`config.mk`:
```
export PLATFORM = sky130hd
export DESIGN_NAME = ysyx_24080014_mem_arb
export DESIGN_NICKNAME = d
export VERILOG_FILES = /design/src/rtl/ysyx_24080014_arb_pkg.sv /design/src/rtl/ysyx_24080014_rr_pick.sv /design/src/rtl/ysyx_24080014_mem_arb.sv
export SDC_FILE = /design/constraint.sdc
export NUM_CORES = 1
export LEC_CHECK = 0
export CORE_AREA = 2 2 112 114
export CTS_CLUSTER_SIZE = 10
export DETAILED_ROUTE_END_ITERATION = 16
export DIE_AREA = 0 0 114 116
export SETUP_SLACK_MARGIN = 0.15
export SLEW_MARGIN = 10
export SYNTH_ARGS = -nofsm -noshare
export SYNTH_HDL_FRONTEND = slang
export SYNTH_SLANG_ARGS = --single-unit
```
`constraint.sdc`:
```
create_clock -name clk -period 1.2 [get_ports clk]
set_input_delay 0.24 -clock clk [delete_from_list [all_inputs] [get_ports clk]]
set_output_delay 0.24 -clock clk [all_outputs]
set_load 0.005 [all_outputs]
```
`src/rtl/ysyx_24080014_arb_pkg.sv`:
```
// Shared types for the N-master memory arbiter.
// Provides the FSM state encoding and a width helper.
package ysyx_24080014_arb_pkg;

  typedef enum logic [1:0] {
    ST_IDLE = 2'd0,
    ST_REQ  = 2'd1,
    ST_RESP = 2'd2,
    ST_TERR = 2'd3
  } arb_state_e;

  // $clog2 that never returns 0, so 1-entry things still get a bit
  function automatic int clog2_min1(input int n);
    return (n < 2) ? 1 : $clog2(n);
  endfunction

endpackage

```
`src/rtl/ysyx_24080014_rr_pick.sv`:
```
// Combinational grant picker: fixed priority or round-robin.
// Ports: req vector, last winner, rr mode -> win index, any request.
module ysyx_24080014_rr_pick
  import ysyx_24080014_arb_pkg::*;
#(
  parameter int N  = 2,
  parameter int IW = 1
) (
  input  logic [N-1:0]  req,
  input  logic [IW-1:0] last,
  input  logic          rr,
  output logic [IW-1:0] win,
  output logic          any
);

  logic [IW-1:0] idx;
  logic          found;

  always_comb begin
    any   = |req;
    win   = '0;
    idx   = '0;
    found = 1'b0;
    if (rr) begin
      // search last+1, last+2, ... wrapping; first hit wins
      for (int k = 1; k <= N; k++) begin
        idx = IW'((int'(last) + k) % N);
        if (!found && req[idx]) begin
          win   = idx;
          found = 1'b1;
        end
      end
    end else begin
      // scan downward so the lowest set index is the last write
      for (int i = N - 1; i >= 0; i--) begin
        idx = IW'(i);
        if (req[idx]) win = idx;
      end
    end
  end

endmodule

```
`src/rtl/ysyx_24080014_mem_arb.sv`:
```
// N-master to 1-slave memory arbiter with valid/ready on req and resp.
// Masters: packed m_req_*, routed m_resp_valid; slave: s_req_*/s_resp_*; busy/owner status.
module ysyx_24080014_mem_arb
  import ysyx_24080014_arb_pkg::*;
#(
  parameter int NUM_MST = 2,
  parameter int AW      = 32,
  parameter int DW      = 32,
  parameter int RR      = 1,
  parameter int TIMEOUT = 0
) (
  input  logic                           clk,
  input  logic                           rst,
  input  logic [NUM_MST-1:0]             m_req_valid,
  output logic [NUM_MST-1:0]             m_req_ready,
  input  logic [NUM_MST*AW-1:0]          m_req_addr,
  input  logic [NUM_MST-1:0]             m_req_wen,
  input  logic [NUM_MST*DW-1:0]          m_req_wdata,
  input  logic [NUM_MST*DW/8-1:0]        m_req_wmask,
  output logic [NUM_MST-1:0]             m_resp_valid,
  input  logic [NUM_MST-1:0]             m_resp_ready,
  output logic [DW-1:0]                  m_resp_rdata,
  output logic                           m_resp_err,
  output logic                           s_req_valid,
  input  logic                           s_req_ready,
  output logic [AW-1:0]                  s_req_addr,
  output logic                           s_req_wen,
  output logic [DW-1:0]                  s_req_wdata,
  output logic [DW/8-1:0]                s_req_wmask,
  input  logic                           s_resp_valid,
  output logic                           s_resp_ready,
  input  logic [DW-1:0]                  s_resp_rdata,
  input  logic                           s_resp_err,
  output logic                           busy,
  output logic [clog2_min1(NUM_MST)-1:0] owner
);

  localparam int IW       = clog2_min1(NUM_MST);
  localparam int MW       = DW / 8;
  localparam int CW       = clog2_min1(TIMEOUT + 1);
  localparam int TMO_LAST = (TIMEOUT > 0) ? TIMEOUT - 1 : 0;
  localparam logic [CW-1:0] TMO_LAST_C = CW'(TMO_LAST);

  arb_state_e    state;
  logic [IW-1:0] last;
  logic [CW-1:0] cnt;
  logic [IW-1:0] win;
  logic          any;
  logic          own_rready;
  logic          tmo_hit;

  logic [AW-1:0] addr_a  [NUM_MST];
  logic [DW-1:0] wdata_a [NUM_MST];
  logic [MW-1:0] wmask_a [NUM_MST];

  for (genvar i = 0; i < NUM_MST; i++) begin : g_unpack
    assign addr_a[i]  = m_req_addr[i*AW +: AW];
    assign wdata_a[i] = m_req_wdata[i*DW +: DW];
    assign wmask_a[i] = m_req_wmask[i*MW +: MW];
  end

  ysyx_24080014_rr_pick #(
    .N  (NUM_MST),
    .IW (IW)
  ) u_pick (
    .req  (m_req_valid),
    .last (last),
    .rr   (RR != 0),
    .win  (win),
    .any  (any)
  );

  assign own_rready = m_resp_ready[owner];
  assign busy       = (state != ST_IDLE);

  // counter parks at TIMEOUT-1, so a held-but-unaccepted
  // response cannot wrap it past the expiry point
  assign tmo_hit = (TIMEOUT > 0) && !s_resp_valid
                && (cnt == TMO_LAST_C);

  always_ff @(posedge clk or negedge rst) begin
    if (!rst) begin
      state <= ST_IDLE;
      owner <= '0;
      last  <= IW'(NUM_MST - 1);
      cnt   <= '0;
    end else begin
      unique case (state)
        ST_IDLE: begin
          if (any) begin
            owner <= win;
            last  <= win;
            state <= ST_REQ;
          end
        end
        ST_REQ: begin
          if (s_req_ready) begin
            cnt   <= '0;
            state <= ST_RESP;
          end
        end
        ST_RESP: begin
          if (s_resp_valid && own_rready) begin
            state <= ST_IDLE;
          end else begin
            if (tmo_hit) state <= ST_TERR;
            if (cnt != TMO_LAST_C) cnt <= cnt + CW'(1);
          end
        end
        ST_TERR: begin
          if (own_rready) state <= ST_IDLE;
        end
        default: state <= ST_IDLE;
      endcase
    end
  end

  always_comb begin
    m_req_ready  = '0;
    m_resp_valid = '0;
    m_resp_rdata = '0;
    m_resp_err   = 1'b0;
    s_req_valid  = 1'b0;
    s_req_addr   = '0;
    s_req_wen    = 1'b0;
    s_req_wdata  = '0;
    s_req_wmask  = '0;
    s_resp_ready = 1'b0;
    unique case (state)
      ST_IDLE: begin
        // soak up stray slave responses, but stay quiet in reset
        s_resp_ready = rst;
      end
      ST_REQ: begin
        s_req_valid        = 1'b1;
        s_req_addr         = addr_a[owner];
        s_req_wen          = m_req_wen[owner];
        s_req_wdata        = wdata_a[owner];
        s_req_wmask        = wmask_a[owner];
        m_req_ready[owner] = s_req_ready;
      end
      ST_RESP: begin
        m_resp_valid[owner] = s_resp_valid;
        m_resp_rdata        = s_resp_rdata;
        m_resp_err          = s_resp_err;
        s_resp_ready        = own_rready;
      end
      ST_TERR: begin
        m_resp_valid[owner] = 1'b1;
        m_resp_err          = 1'b1;
        s_resp_ready        = 1'b1;
      end
      default: ;
    endcase
  end

endmodule

```
==> impl_metrics.csv, run 1 <==
group,metric,value,unit
setup_path,crit_arrival,1.67,ns
cts,numCtsBuffers,3,
sta,fmaxAchievable,0.5233,GHz
layout,area.growth.synth_to_final,269.4,%
job,max_cap_viol_count,0,
setup_path,crit_family,"buffers and inverters",
die,design.core.area,11910,sq um
die,die_h,116,microns
run_status,status,"finished with violations",
sta,clock-skew-final,0.002563,ns
drt,drt_iter0_markers,70,
layout,drive_gt1_share,49.49,%
run_status,violations,"setup timing",
grt,grtUsageTotal,14.24,%
sta,fin_crit,1.911,ns
setup_path,critPathKind,"flip-flop to output port",
power,internal-power,0.007257,W
setup_path,startpoint_type,"flip-flop",
cts,root_buffer,"clkbuf_16",
yosys,yosysUniqueCellTypes,23,
power,p_leak,2.784,nW
yosys,ys_seq_area_share,6.464,%
setup_path,cpMostUsedCell,"buf_6",
cts,clock_latency,0.22,ns
setup_path,path_buf_inv,7,
place,place.gp.congestion,0.7629,
die,row_count,40,
cts,clk_pin_slew,0.03,ns
yosys,syn_avg_cell_area,7.126,sq um
setup_path,max_stage_delay,0.38,ns
setup_path,r2r_slack,-0.29,ns
setup_path,crit_end,"m_resp_rdata[13]",
layout,fin_cells,736,
drt,drc,0,
setup_path,endpoint_kind,"output port",
setup_path,crit_chain,"nor2b_4, buf_6, buf_6, buf_6, buf_6, buf_16, buf_6, and2_4, buf_6",
power,swShare,36.78,%
cts,cts_hold_buf,0,
drt,drt_first_pass_iters,4,
grt,grt_max_degree,40,
drt,num_vias,3028,
sta,tightest_slew,0.2249,ns
sta,finalSetupViolCount,114,
power,switching_power,0.004222,W
layout,final_nets,768,
yosys,ys_seq_elements,4,
die,io_pins,289,
yosys,synth_area,1568,sq um
cts,cts.sinks,4,
power,clock_power_share,4.7,%
cts,tritoncts,"yes",
yosys,synthCells,220,
yosys,synth_compound_area_share,3.911,%
grt,overflow,0,
sta,fin_ws,-0.7108,ns
setup_path,r2r-start,"state[0]$_DFFE_PN0P_",
drt,finalWirelength,12110,microns
grt,grt_pass1_vias,2855,
yosys,synth_top_family_by_area,"multiplexers",
sta,hold_violations,0,
sta,slew_violations,0,
power,p_comb_share,92.2,%
yosys,synth_mux_area_share,44.69,%
setup_path,r2r_end,"state[0]$_DFFE_PN0P_",
drt,routed_via_density,4.114,
drt,antenna_left,0,
sta,grt_setup_unrepaired,"true",
yosys,synth-simple-area-share,34.00,%
setup_path,path_depth,9,
power,p_per_area,1982,nW/um^2
setup_path,slowest_stage,"dfrtp_1",
yosys,ys_warn_count,0,
yosys,synthAdderAreaFrac,0,%
power,sequentialPowerShare,3.1,%
die,die-area,13220,sq um
drt,avgRoutedWirePerCell,16.45,microns
layout,fin_util,48.61,%
setup_path,rr_worst_depth,8,
setup_path,crit_fanout,6,
die,start_util,13.16,%
place,io_buffers,288,
cts,max-clock-path-buffers,2,
setup_path,required,0.96,ns
place,placed_cells,654,
min_path,min_path_type,"input port to async pin",
setup_path,crit_start,"state[1]$_DFFE_PN0P_",
yosys,synth_xor_area_share,0,%
yosys,synthesis.nets,399,
place,hpwl,8405,microns
grt,antenna_found_initial,1,
die,die_w,114,microns
sta,fin_crit_sh,159.2,%
grt,grt_pass1_wl,14930,microns
power,irDropWorstVdd,1.047,mV
sta,slew_headroom,84.58,%
cts,ctsHtreeMaxLevel,1,
-- registers in the layout, indices dropped and copies added, names as in the netlist --
| register | flops |
|---|---|
| last | 1 |
| owner | 1 |
| state | 2 |
-- power by group through the flow --
stage | Combinational (W) | Clock (W) | Sequential [W]
after global placement | 0.00707 | 0 | 0.000354
after global routing | 0.0112 | 0.000553 | 0.000371
final | 0.0106 | 0.000536 | 0.000355
after detailed placement | 0.00711 | 0 | 0.000368
after CTS | 0.00781 | 0.000539 | 0.000332
after floorplan | 0.00368 | 0 | 0.000302
-- area by class of cell --
class / instances / area (sq um)
clock buffers: 4 / 78.83
multi-input cells: 193 / 1619
flip-flops and latches: 4 / 106.4
diodes: 1 / 2.502
well taps: 147 / 183.9
fillers: 1138 / 6121
inverters: 3 / 13.76
repair buffers: 384 / 3786
-- how the worst min path moves through the flow --
stage / start / cells after the start / slack (ns) / end
after floorplan: rst / 0 / -0.06 / owner$_DFFE_PN0P_
after global placement: last$_DFFE_PN1P_ / 2 / 0.51 / last$_DFFE_PN1P_
after detailed placement: last$_DFFE_PN1P_ / 2 / 0.52 / last$_DFFE_PN1P_
after CTS: rst / 2 / 0.33 / state[0]$_DFFE_PN0P_
after global routing: rst / 2 / 0.34 / state[1]$_DFFE_PN0P_
final: rst / 2 / 0.33 / state[0]$_DFFE_PN0P_
-- synth_stat cells (all sizes together) --
| cell | number | area, sq um |
|---|---|---|
| nand2b | 1 | 6.260 |
| dfrtp | 3 | 75.07 |
| nand3 | 1 | 5.000 |
| nor2 | 72 | 270.3 |
| o211ai | 1 | 12.51 |
| mux2i | 70 | 700.7 |
| clkbuf | 3 | 11.26 |
| inv | 3 | 11.26 |
| and2 | 32 | 200.2 |
| and3 | 1 | 6.260 |
| nor3b | 1 | 7.510 |
| a21oi | 3 | 15.01 |
| o21a | 1 | 7.510 |
| a31oi | 1 | 6.260 |
| nor2b | 1 | 13.76 |
| a32o | 1 | 10.01 |
| and3b | 1 | 8.760 |
| o21ai | 2 | 10.01 |
| nand2 | 4 | 15.01 |
| buf | 17 | 148.9 |
| dfstp | 1 | 26.28 |
-- placed cells by master (no fill, tap or decap), types with 2 or more instances in the layout --
cell,instances
clkdlybuf4s50_1,178
buf_6,71
mux2i_1,56
nor2_1,47
buf_2,43
clkbuf_2,34
and2_4,31
buf_4,26
nor2_2,18
clkbuf_16,11
mux2i_2,8
buf_8,8
buf_12,8
nor2_4,7
mux2i_4,6
dlymetal6s2s_1,4
buf_16,3
inv_1,2
a21oi_2,2
nand2_1,2
o21ai_2,2
-- worst register-to-register path, cell delays in order, from the launching register on --
cell and delay, ns:
dfrtp_2 0.42, buf_4 0.14, buf_6 0.11, nand2b_4 0.14, buf_6 0.14, buf_8 0.12, buf_4 0.11, buf_4 0.11
o211ai_2 0.07
-- routing by layer --
metal  routed length [microns]  global-route usage [%]  vias to the layer above
met4                       121                   2.195                        0
met1                      4629                   15.64                     1399
met2                      6444                   28.10                      143
met5                         0                       0                        -
met3                       912                   3.400                       16
li1                          -                       -                     1470
-- metrics by stage --
step | TNS, ns | power, W | setup WS, ns | hold WS, ns | area, sq um
6_report | -57.63 | 0.01148 | -0.7108 | 0.3301 | 5791
5_1_grt | -62.68 | 0.01213 | -0.7504 | 0.3381 | 5788
4_1_cts | -59.06 | 0.008686 | -0.7662 | 0.3286 | 5166
3_5_place_dp | -54.53 | 0.007475 | -0.6049 | 0.5193 | 4806
3_3_place_gp | -52.46 | 0.007427 | -0.5596 | 0.5142 | 4806
2_1_floorplan | -2.365 | 0.003982 | -0.03589 | -0.05559 | 1764
-- cells by family (layout without fill, tap and decap cells) --
family,count (synthesis),after routing
DFF,4,4
and+or+nand+nor,114,114
muxes,70,70
buffers and inverters,23,391
AOI/OAI and AO/OA,9,9
other,0,1
-- what timing repair did --
action | 4_1_cts | 5_1_grt
hold endpoints to repair | 0 | 0
gates resized for setup | 286 | 233
gates cloned | 3 | 13
buffers inserted | 21 | 40
pin swaps | 5 | 13
endpoints found under the setup margin | 114 | 114
(Power assumes the default switching activity.)
==> inputs of run 2 (changes only) <==
- CORE_AREA: 2 2 112 114 -> 2 2 113 115
- DIE_AREA: 0 0 114 116 -> 0 0 115 117
- DONT_BUFFER_PORTS: default -> 1
==> run 2 against run 1 <==
Against the previous run:
- the flow still finishes with violations (setup timing)
- sequential power shrank 8.2%
- maximum frequency grew 20%
- critical endpoint is now s_resp_ready
- core utilization shrank 29 points
- clock power grew 6.0%
- setup slack gained 0.32 ns
- worst hold slack lost 0.26 ns
- sequential share of layout area grew 2.7 points
- clock-buffer cell count is the same
- cell area shrank 59%
==> impl_metrics.csv, run 2 (same netlist as run 1, synthesis figures left out) <==
group,metric,value,unit
run_status,status,"finished with violations",
run_status,violations,"setup timing",
layout,top_register,"state",
layout,insertedDiodeCount,0,
die,row_count,41,
layout,fin_cells,389,
place,place.gp.congestion,0.8352,
drt,drc,0,
setup_path,path_buf_inv,2,
layout,final_common_cell,"mux2i_1",
grt,grt_pass1_vias,1329,
die,io_pins,289,
sta,slew_headroom,80.72,%
sta,hold_slack,0.06583,ns
setup_path,startpoint_type,"flip-flop",
setup_path,crit_fanout,7,
sta,hold_violations,0,
min_path,min_path_type,"input port to flip-flop",
place,placed_cells,366,
layout,largest_reg_flops,2,
sta,fin_crit_sh,132.6,%
sta,clock-skew-final,0.004650,ns
sta,fin_crit,1.591,ns
cts,clk_pin_slew,0.04,ns
place,dpl-instance-area,1879,sq um
layout,final_cell_mix,"67 x mux2i_1, 60 x nor2_1, 29 x and2_4",
setup_path,crit_arrival,1.35,ns
cts,max-clock-path-buffers,2,
cts,ctsHtreeMaxLevel,1,
drt,avgRoutedWirePerCell,18.69,microns
setup_path,required,0.96,ns
die,die_h,117,microns
die,design.core.area,12310,sq um
power,p_leak,1.056,nW
layout,final_nets,419,
cts,numCtsBuffers,3,
place,hpwl,4992,microns
drt,antenna_left,0,
setup_path,crit_family,"flip-flops",
power,p_per_area,2698,nW/um^2
place,io_buffers,0,
cts,tritoncts,"yes",
sta,fmaxAchievable,0.6284,GHz
layout,drive_gt1_share,41.00,%
job,max_cap_viol_count,0,
cts,cts.sinks,4,
setup_path,slowest_stage,"dfrtp_4",
cts,clock_latency,0.24,ns
grt,grt_max_degree,33,
sta,tightest_slew,0.2892,ns
drt,routed_via_density,4.414,
sta,grt_setup_unrepaired,"true",
grt,antenna_found_initial,0,
die,die_w,115,microns
layout,fin_util,19.12,%
grt,grt_pass1_wl,7562,microns
sta,fin_ws,-0.3914,ns
drt,num_vias,1717,
setup_path,endpoint_kind,"output port",
setup_path,critPathKind,"flip-flop to output port",
sta,slew_violations,0,
grt,grtUsageTotal,7.407,%
cts,root_buffer,"clkbuf_16",
grt,overflow,0,
layout,area.growth.synth_to_final,50.12,%
power,irDropWorstVdd,1.388,mV
drt,finalWirelength,7271,microns
layout,reg.largest.list,"state x2, last x1, owner x1",
layout,final_area,2354,sq um
die,die-area,13460,sq um
die,start_util,12.73,%
power,total_power,0.006349,W
setup_path,max_stage_delay,0.48,ns
sta,finalSetupViolCount,112,
drt,drt_iter0_markers,64,
setup_path,crit_chain,"buf_4, buf_8, mux2i_4, a21oi_4",
drt,drt_first_pass_iters,4,
run 2: changes by cell type in the layout (fill, tap and decap cells not counted), sizes merged:
cell,delta
dlygate4sd3,+1
buf,-130
clkdlybuf4s50,-178
clkbuf,-37
diode,-1
clkdlybuf4s15,-1
dlymetal6s2s,-4
run 2: per-stage QoR:
| step | TNS [ns] | setup WS, ns |
|---|---|---|
| floorplan | -2.365 | -0.03589 |
| global placement | -7.190 | -0.1220 |
| detailed placement | -9.138 | -0.1744 |
| CTS | -33.56 | -0.3647 |
| global route | -41.03 | -0.4128 |
| finish | -35.93 | -0.3914 |
run 2: timing repair:
item	in CTS	in global routing
buffers inserted	3	6
hold buffers	1	0
gates resized for setup	17	15
gates cloned	1	8
endpoints found under the setup margin	114	114
hold endpoints to repair	4	0
pin swaps	7	7
run 2: layout make-up:
| cell class | instances | area [sq um] |
|---|---|---|
| Tap cell | 150 | 187.7 |
| Multi-Input combinational cell | 193 | 1485 |
| Timing Repair Buffer | 35 | 479.2 |
| Inverter | 3 | 16.27 |
| Sequential cell | 4 | 106.4 |
| Fill cell | 1349 | 9958 |
| Clock buffer | 4 | 78.83 |
run 2: worst register-to-register path: cells and delay by family, from the launching register on:
family          cells  cell delay [ns]
buf+inv             3             0.44
simple gates        1             0.07
mux                 1             0.20
flops               1             0.48
compound gates      1             0.08
run 2: worst paths after layout:
path,startpoint,endpoint,slack [ns],depth (start not counted)
worst min register to register,last$_DFFE_PN1P_,last$_DFFE_PN1P_,0.51,2
worst max-delay path,owner$_DFFE_PN0P_,s_resp_ready,-0.39,4
max in group asynchronous,rst,last$_DFFE_PN1P_,0.67,1
worst min-delay path,m_req_valid[0],last$_DFFE_PN1P_,0.07,1
min in group asynchronous,rst,owner$_DFFE_PN0P_,0.28,1
worst max register to register,owner$_DFFE_PN0P_,state[0]$_DFFE_PN0P_,-0.21,6
run 2: power breakdown:
group | leakage [nW] | internal [W] | switching (W)
sequential | 0.0449 | 0.000232 | 0.0000937
combinational | 0.973 | 0.00279 | 0.00267
clock | 0.0382 | 0.000442 | 0.000126
run 2: layer usage:
metal	up-vias	wire [microns]	track usage [%]	part of all wire, %
met5	-	0	0	0
met4	0	56	1.687	0.77
met3	5	447	0.5664	6.1
met2	120	3698	12.59	51
met1	825	3068	10.27	42
li1	767	-	-	-
